==> src/rtl/seg_pkg.sv <==
// Shared constants for the six-digit multiplexed 7-segment display bus.
// Used by both the display driver and the receive-side decoder.
package seg_pkg;

  localparam int NUM_DIGITS = 6;

  // Active-low segment patterns, bit7 = dp (off), bits6:0 = g..a
  localparam logic [7:0] SEG_0 = 8'hC0;
  localparam logic [7:0] SEG_1 = 8'hF9;
  localparam logic [7:0] SEG_2 = 8'hA4;
  localparam logic [7:0] SEG_3 = 8'hB0;
  localparam logic [7:0] SEG_4 = 8'h99;
  localparam logic [7:0] SEG_5 = 8'h92;
  localparam logic [7:0] SEG_6 = 8'h82;
  localparam logic [7:0] SEG_7 = 8'hF8;
  localparam logic [7:0] SEG_8 = 8'h80;
  localparam logic [7:0] SEG_9 = 8'h90;

  localparam logic [5:0] SEL_S0 = 6'b111110;
  localparam logic [5:0] SEL_S1 = 6'b111101;
  localparam logic [5:0] SEL_M0 = 6'b111011;
  localparam logic [5:0] SEL_M1 = 6'b110111;
  localparam logic [5:0] SEL_H0 = 6'b101111;
  localparam logic [5:0] SEL_H1 = 6'b011111;

  typedef enum logic [1:0] {SEEK, SETTLE, HOLD} state_t;

  typedef struct packed {
    logic       valid;
    logic [2:0] idx;
  } sel_dec_t;

  function automatic sel_dec_t decode_sel(input logic [5:0] sel);
    sel_dec_t d;
    d = '{valid: 1'b1, idx: 3'd0};
    case (sel)
      SEL_S0:  d.idx = 3'd0;
      SEL_S1:  d.idx = 3'd1;
      SEL_M0:  d.idx = 3'd2;
      SEL_M1:  d.idx = 3'd3;
      SEL_H0:  d.idx = 3'd4;
      SEL_H1:  d.idx = 3'd5;
      default: d.valid = 1'b0;
    endcase
    return d;
  endfunction

endpackage

==> src/rtl/seg7_to_bcd.sv <==
// Combinational decode of an active-low 7-segment pattern (g..a) to BCD.
// Anything outside the ten digit glyphs is reported as not legal.
module seg7_to_bcd
  import seg_pkg::*;
(
  input  logic [6:0] seg,
  output logic [3:0] bcd,
  output logic       legal
);

  always_comb begin
    bcd   = 4'd0;
    legal = 1'b1;
    case (seg)
      SEG_0[6:0]: bcd = 4'd0;
      SEG_1[6:0]: bcd = 4'd1;
      SEG_2[6:0]: bcd = 4'd2;
      SEG_3[6:0]: bcd = 4'd3;
      SEG_4[6:0]: bcd = 4'd4;
      SEG_5[6:0]: bcd = 4'd5;
      SEG_6[6:0]: bcd = 4'd6;
      SEG_7[6:0]: bcd = 4'd7;
      SEG_8[6:0]: bcd = 4'd8;
      SEG_9[6:0]: bcd = 4'd9;
      default:    legal = 1'b0;
    endcase
  end

endmodule

==> src/rtl/seg_scan_decoder.sv <==
// Display-bus monitor: recovers six BCD digits from a scanned sel/seg bus
// and publishes them once every digit has been captured in the current frame.
module seg_scan_decoder
  import seg_pkg::*;
#(
  parameter int SETTLE_CYC = 16,
  parameter int CNT_W      = 5
) (
  input  logic                  clk,
  input  logic                  rst,
  input  logic [5:0]            sel_in,
  input  logic [7:0]            seg_in,
  output logic [3:0]            s0,
  output logic [3:0]            s1,
  output logic [3:0]            m0,
  output logic [3:0]            m1,
  output logic [3:0]            h0,
  output logic [3:0]            h1,
  output logic [NUM_DIGITS-1:0] digit_err,
  output logic                  frame_valid
);

  localparam logic [CNT_W-1:0]      SETTLE_LAST = CNT_W'(SETTLE_CYC - 1);
  localparam logic [NUM_DIGITS-1:0] MASK_FULL   = '1;

  logic [5:0] sel_p0, sel_p1, sel_p2;
  logic [7:0] seg_p0, seg_p1;

  state_t                   state, state_nxt;
  logic [CNT_W-1:0]         cnt, cnt_nxt;
  logic                     capture;
  sel_dec_t                 dec;
  logic                     sel_chg;
  logic [3:0]               bcd;
  logic                     legal;
  logic [NUM_DIGITS-1:0]    mask, mask_nxt, err_sh;
  logic [NUM_DIGITS-1:0][3:0] shadow, digits;

  // Stage p0/p1: two-flop synchronizer; p2 keeps the previous synced sel for change detection
  always_ff @(posedge clk or posedge rst) begin
    if (rst) begin
      sel_p0 <= '1;
      sel_p1 <= '1;
      sel_p2 <= '1;
      seg_p0 <= '1;
      seg_p1 <= '1;
    end else begin
      sel_p0 <= sel_in;
      sel_p1 <= sel_p0;
      sel_p2 <= sel_p1;
      seg_p0 <= seg_in;
      seg_p1 <= seg_p0;
    end
  end

  assign dec     = decode_sel(sel_p1);
  assign sel_chg = (sel_p1 != sel_p2);

  seg7_to_bcd u_dec (
    .seg   (seg_p1[6:0]),
    .bcd   (bcd),
    .legal (legal)
  );

  always_ff @(posedge clk or posedge rst) begin
    if (rst) begin
      state <= SEEK;
      cnt   <= '0;
    end else begin
      state <= state_nxt;
      cnt   <= cnt_nxt;
    end
  end

  always_comb begin
    state_nxt = state;
    cnt_nxt   = cnt;
    case (state)
      SEEK: begin
        cnt_nxt = '0;
        if (dec.valid) state_nxt = SETTLE;
      end
      SETTLE: begin
        if (sel_chg) begin
          cnt_nxt   = '0;
          state_nxt = dec.valid ? SETTLE : SEEK;
        end else if (cnt == SETTLE_LAST) begin
          cnt_nxt   = '0;
          state_nxt = HOLD;
        end else begin
          cnt_nxt = cnt + 1'b1;
        end
      end
      HOLD: begin
        cnt_nxt = '0;
        if (sel_chg) state_nxt = dec.valid ? SETTLE : SEEK;
      end
      default: begin
        state_nxt = SEEK;
        cnt_nxt   = '0;
      end
    endcase
  end

  always_comb begin
    capture = (state == SETTLE) && !sel_chg && (cnt == SETTLE_LAST);
  end

  // A full mask is published and cleared on the cycle after the completing capture
  always_comb begin
    mask_nxt = (mask == MASK_FULL) ? '0 : mask;
    if (capture) mask_nxt = mask_nxt | (NUM_DIGITS'(1) << dec.idx);
  end

  always_ff @(posedge clk or posedge rst) begin
    if (rst) begin
      mask        <= '0;
      shadow      <= '0;
      err_sh      <= '0;
      digits      <= '0;
      digit_err   <= '0;
      frame_valid <= 1'b0;
    end else begin
      mask        <= mask_nxt;
      frame_valid <= (mask == MASK_FULL);
      if (capture) begin
        if (legal) begin
          shadow[dec.idx] <= bcd;
          err_sh[dec.idx] <= 1'b0;
        end else begin
          err_sh[dec.idx] <= 1'b1;
        end
      end
      if (mask == MASK_FULL) begin
        digits    <= shadow;
        digit_err <= err_sh;
      end
    end
  end

  assign s0 = digits[0];
  assign s1 = digits[1];
  assign m0 = digits[2];
  assign m1 = digits[3];
  assign h0 = digits[4];
  assign h1 = digits[5];

endmodule

==> config.mk <==
export PLATFORM = sky130hd
export DESIGN_NAME = seg_scan_decoder
export DESIGN_NICKNAME = d
export VERILOG_FILES = /design/src/rtl/seg_pkg.sv /design/src/rtl/seg7_to_bcd.sv /design/src/rtl/seg_scan_decoder.sv
export SDC_FILE = /design/constraint.sdc
export NUM_CORES = 1
export LEC_CHECK = 0
export ABC_AREA = 1
export CORE_ASPECT_RATIO = 0.7
export CORE_MARGIN = 5
export CORE_UTILIZATION = 55
export DETAILED_ROUTE_END_ITERATION = 8
export GPL_ROUTABILITY_DRIVEN = 0
export PLACE_DENSITY = 0.79
export SLEW_MARGIN = 20
export SYNTH_ARGS = -nofsm -noshare
export SYNTH_HDL_FRONTEND = slang
export SYNTH_SLANG_ARGS = --single-unit
==> constraint.sdc <==
create_clock -name clk -period 3.4 [get_ports clk]
set_input_delay 0.34 -clock clk [delete_from_list [all_inputs] [get_ports clk]]
set_output_delay 0.34 -clock clk [all_outputs]
set_load 0.01 [all_outputs]
==> flow_metrics.tcl <==
set metrics [dict create \
    outcome "completed" \
    finClkSkew_ps 7.45 \
    globalRouteMet3Util_pct 5.60 \
    hold_violations 0 \
    drt-total-wl_um 7720 \
    syn_inst 471 \
    synth_fa_ha_area_share_pct 0.295 \
    ys_warn_count 0 \
    fin_ws_ps 1090 \
    ctsRootBufferMaster "clkbuf_8" \
    synth_cell_types 26 \
    area_growth_pct 18.8 \
    netlist_top_cells_area "dfrtp_1, dfstp_2, nand2_1" \
    final_util_pct 68.2 \
    path_clk_slew_ps 90 \
    die_h_um 83.4 \
    wl_per_cell_um 12.4 \
    use_met2_pct 29.2 \
    critPathLaunchType "register" \
    drv_cap 0 \
    grt_busiest_layer "met2" \
    grt_setup_unrepaired "no" \
    overflow 0 \
    h-tree-depth 3 \
    n_antenna_cell 0 \
    syn_area_per_cell_um2 8.99 \
    antenna_found_initial 0 \
    synth-xor-area-share_pct 0.620 \
    drive_gt1_share_pct 12.0 \
    yosys.area.top_type_share_pct 43.7 \
    p_per_area_nw_per_um2 465 \
    port-buffer-count 45 \
    final_cells 622 \
    arrival_ps 2560 \
    grt_pass1_vias 3001 \
    dpl.hpwl_um 5410 \
    grt_max_degree 59 \
    grt_pass1_wl_um 13400 \
    dp_cells 606 \
    drc_errors 0 \
    vias_per_cell 5.00 \
    clk_latency_ps 360 \
    cp-end-kind "register" \
    synth_top_family_by_area "simple AND/OR/NAND/NOR gates" \
    core_um2 7380 \
    pre_cts_ws_ps 1130 \
    tightest_slew_ps 935 \
    die_area_um2 9580 \
    cts_tree "yes" \
    rows 26 \
    synth_seq_cells 106 \
    finalCritPeriodShare_pct 68.0 \
    max_freq_ghz 0.433 \
    die_x_um 115 \
    vias 3110 \
    postRouteAntennaNets 0 \
    synth_sequential_area_ratio_pct 63.6 \
    ctsHoldBuffers 0 \
    fin_total_pwr_mw 2.34 \
    postCtsSetupBuffers 0 \
    min_period_ps 2310 \
    tns_ps 0 \
    synth_nets 488 \
    clock_path_buffers 2 \
    synth_area_leader_cell "dfrtp_1" \
    cts.sink_count 106 \
    path_max_fanout 32 \
    met1_usage_pct 21.9 \
    synth-simple-area-share_pct 28.8 \
    num-fill-cells 586 \
    io_pins 47 \
    initial_core_util_pct 57.4 \
    p_leak_nw 2.63 \
    grt_usage_pct 17.5 \
    finalNetCount 536 \
    synth_compound_area_share_pct 1.89 \
    ir_drop_v 0.000354 \
    report.final.slew_viol_count 0 \
    muxShareOfSynthArea_pct 0 \
    criticalPathCategory "register to register" \
    cts-buffers-inserted 9 \
    setup_viol 0 \
    min_path_type "register to register" \
    syn_area_um2 4240 \
    post_cts_resized 0 \
    dr.first_iter.drc_count 205 \
    firstDrtPassIters 4 \
    cp_data_required_time_ps 3650 \
    relSlewSlack_pct 37.3 \
]
==> area by class of cell <==
cell class / instances / area, um^2 / share of cell area [%]
Sequential cell: 106 / 2690 / 53.5
Multi-Input combinational cell: 315 / 1340 / 26.6
Timing Repair Buffer: 48 / 473 / 9.40
Inverter: 39 / 149 / 2.96
Clock buffer: 10 / 138 / 2.73
Tap cell: 98 / 123 / 2.44
Clock inverter: 6 / 119 / 2.36
==> where the power goes <==
part	leakage, nW	total [mW]	switching (mW)	internal (mW)
combinational	1.13	0.0889	0.0596	0.0293
clock	0.129	0.941	0.422	0.519
sequential	1.37	1.31	0.0138	1.30
total	2.63	2.34	0.495	1.84
==> state kept, by name (all words and copies together) (netlist names), 5 cells and up, named ones only <==
signal and flops:
seg_p1 7, mask 6, cnt 5, sel_p2 6
sel_p0 6, digit_err 6, shadow 24, seg_p0 7
sel_p1 6
==> through the flow <==
stage	instance area [um^2]	hold WS (ps)
after floorplan	4240	344
after global placement	4780	345
after detailed placement	4780	347
after CTS	5030	355
after global routing	5030	342
final	5030	357
==> logic make-up (layout without fill, tap and decap cells) <==
logic type,Yosys count,count (layout)
XOR/XNOR,3,3
adder cells (fa/ha/maj),1,1
AND/OR/NAND/NOR,296,296
buffers and inverters,50,103
flip-flops,106,106
AO/OA/AOI/OAI,15,15
==> critical path: stages (launching register included) <==
cell and delay (ps):
dfstp_2 390, nor2_1 220, nand2_1 140, nor2_2 300, a21oi_1 110, nand3_2 510, nand3_1 320, nand2_1 130
nand2_1 70
==> routing by layer <==
layer  vias to the layer above  routed length [um]
met5                         -                   0
met4                         0                  95
met3                        11                 533
met2                        82                3700
met1                      1463                3390
li1                       1554                   -
==> placed cells by master, fill, tap and decap left out, types with 3 or more instances in the layout <==
master           netlist  routed
nand3_1               34      34
clkbuf_8               0      10
o21ai_0                5       5
clkdlybuf4s50_1        0      45
dfrtp_1               74      74
nand2_1              209     209
nand3_2                6       6
nor3_1                 6       6
inv_2                  3       3
dfstp_2               32      32
bufinv_16              0       3
nor2_1                36      36
o21ai_1                6       6
inv_1                 35      34
buf_4                  1       3
==> path summary, 6_finish.rpt <==
check / startpoint / endpoint / slack (ps) / depth (start not counted)
worst min register to register: seg_p0[6]$_DFF_PP1_ / seg_p1[6]$_DFF_PP1_ / 360 / 0
worst max-delay path: seg_p1[2]$_DFF_PP1_ / shadow[4]$_DFFE_PP0P_ / 1090 / 8
max in group asynchronous: rst / seg_p0[0]$_DFF_PP1_ / 2130 / 3
worst max register to register: seg_p1[2]$_DFF_PP1_ / shadow[4]$_DFFE_PP0P_ / 1090 / 8
min in group asynchronous: rst / state[0]$_DFFE_PP0P_ / 450 / 2
worst min-delay path: seg_p0[6]$_DFF_PP1_ / seg_p1[6]$_DFF_PP1_ / 360 / 0
==> cell usage after synthesis (all sizes together) <==
library cell and instances:
inv 38, o21ai 11, nand3 40, clkbuf 6, dfrtp 74, xor2 1, ha 1, dfstp 32
buf 5, xnor2 2, nand4 1, nor3 7, clkinv 1, and3 2, o22ai 1, nand2 209
o2111ai 1, a21oi 2, nor2 37
No activity file was read; power rests on OpenSTA's default activity.
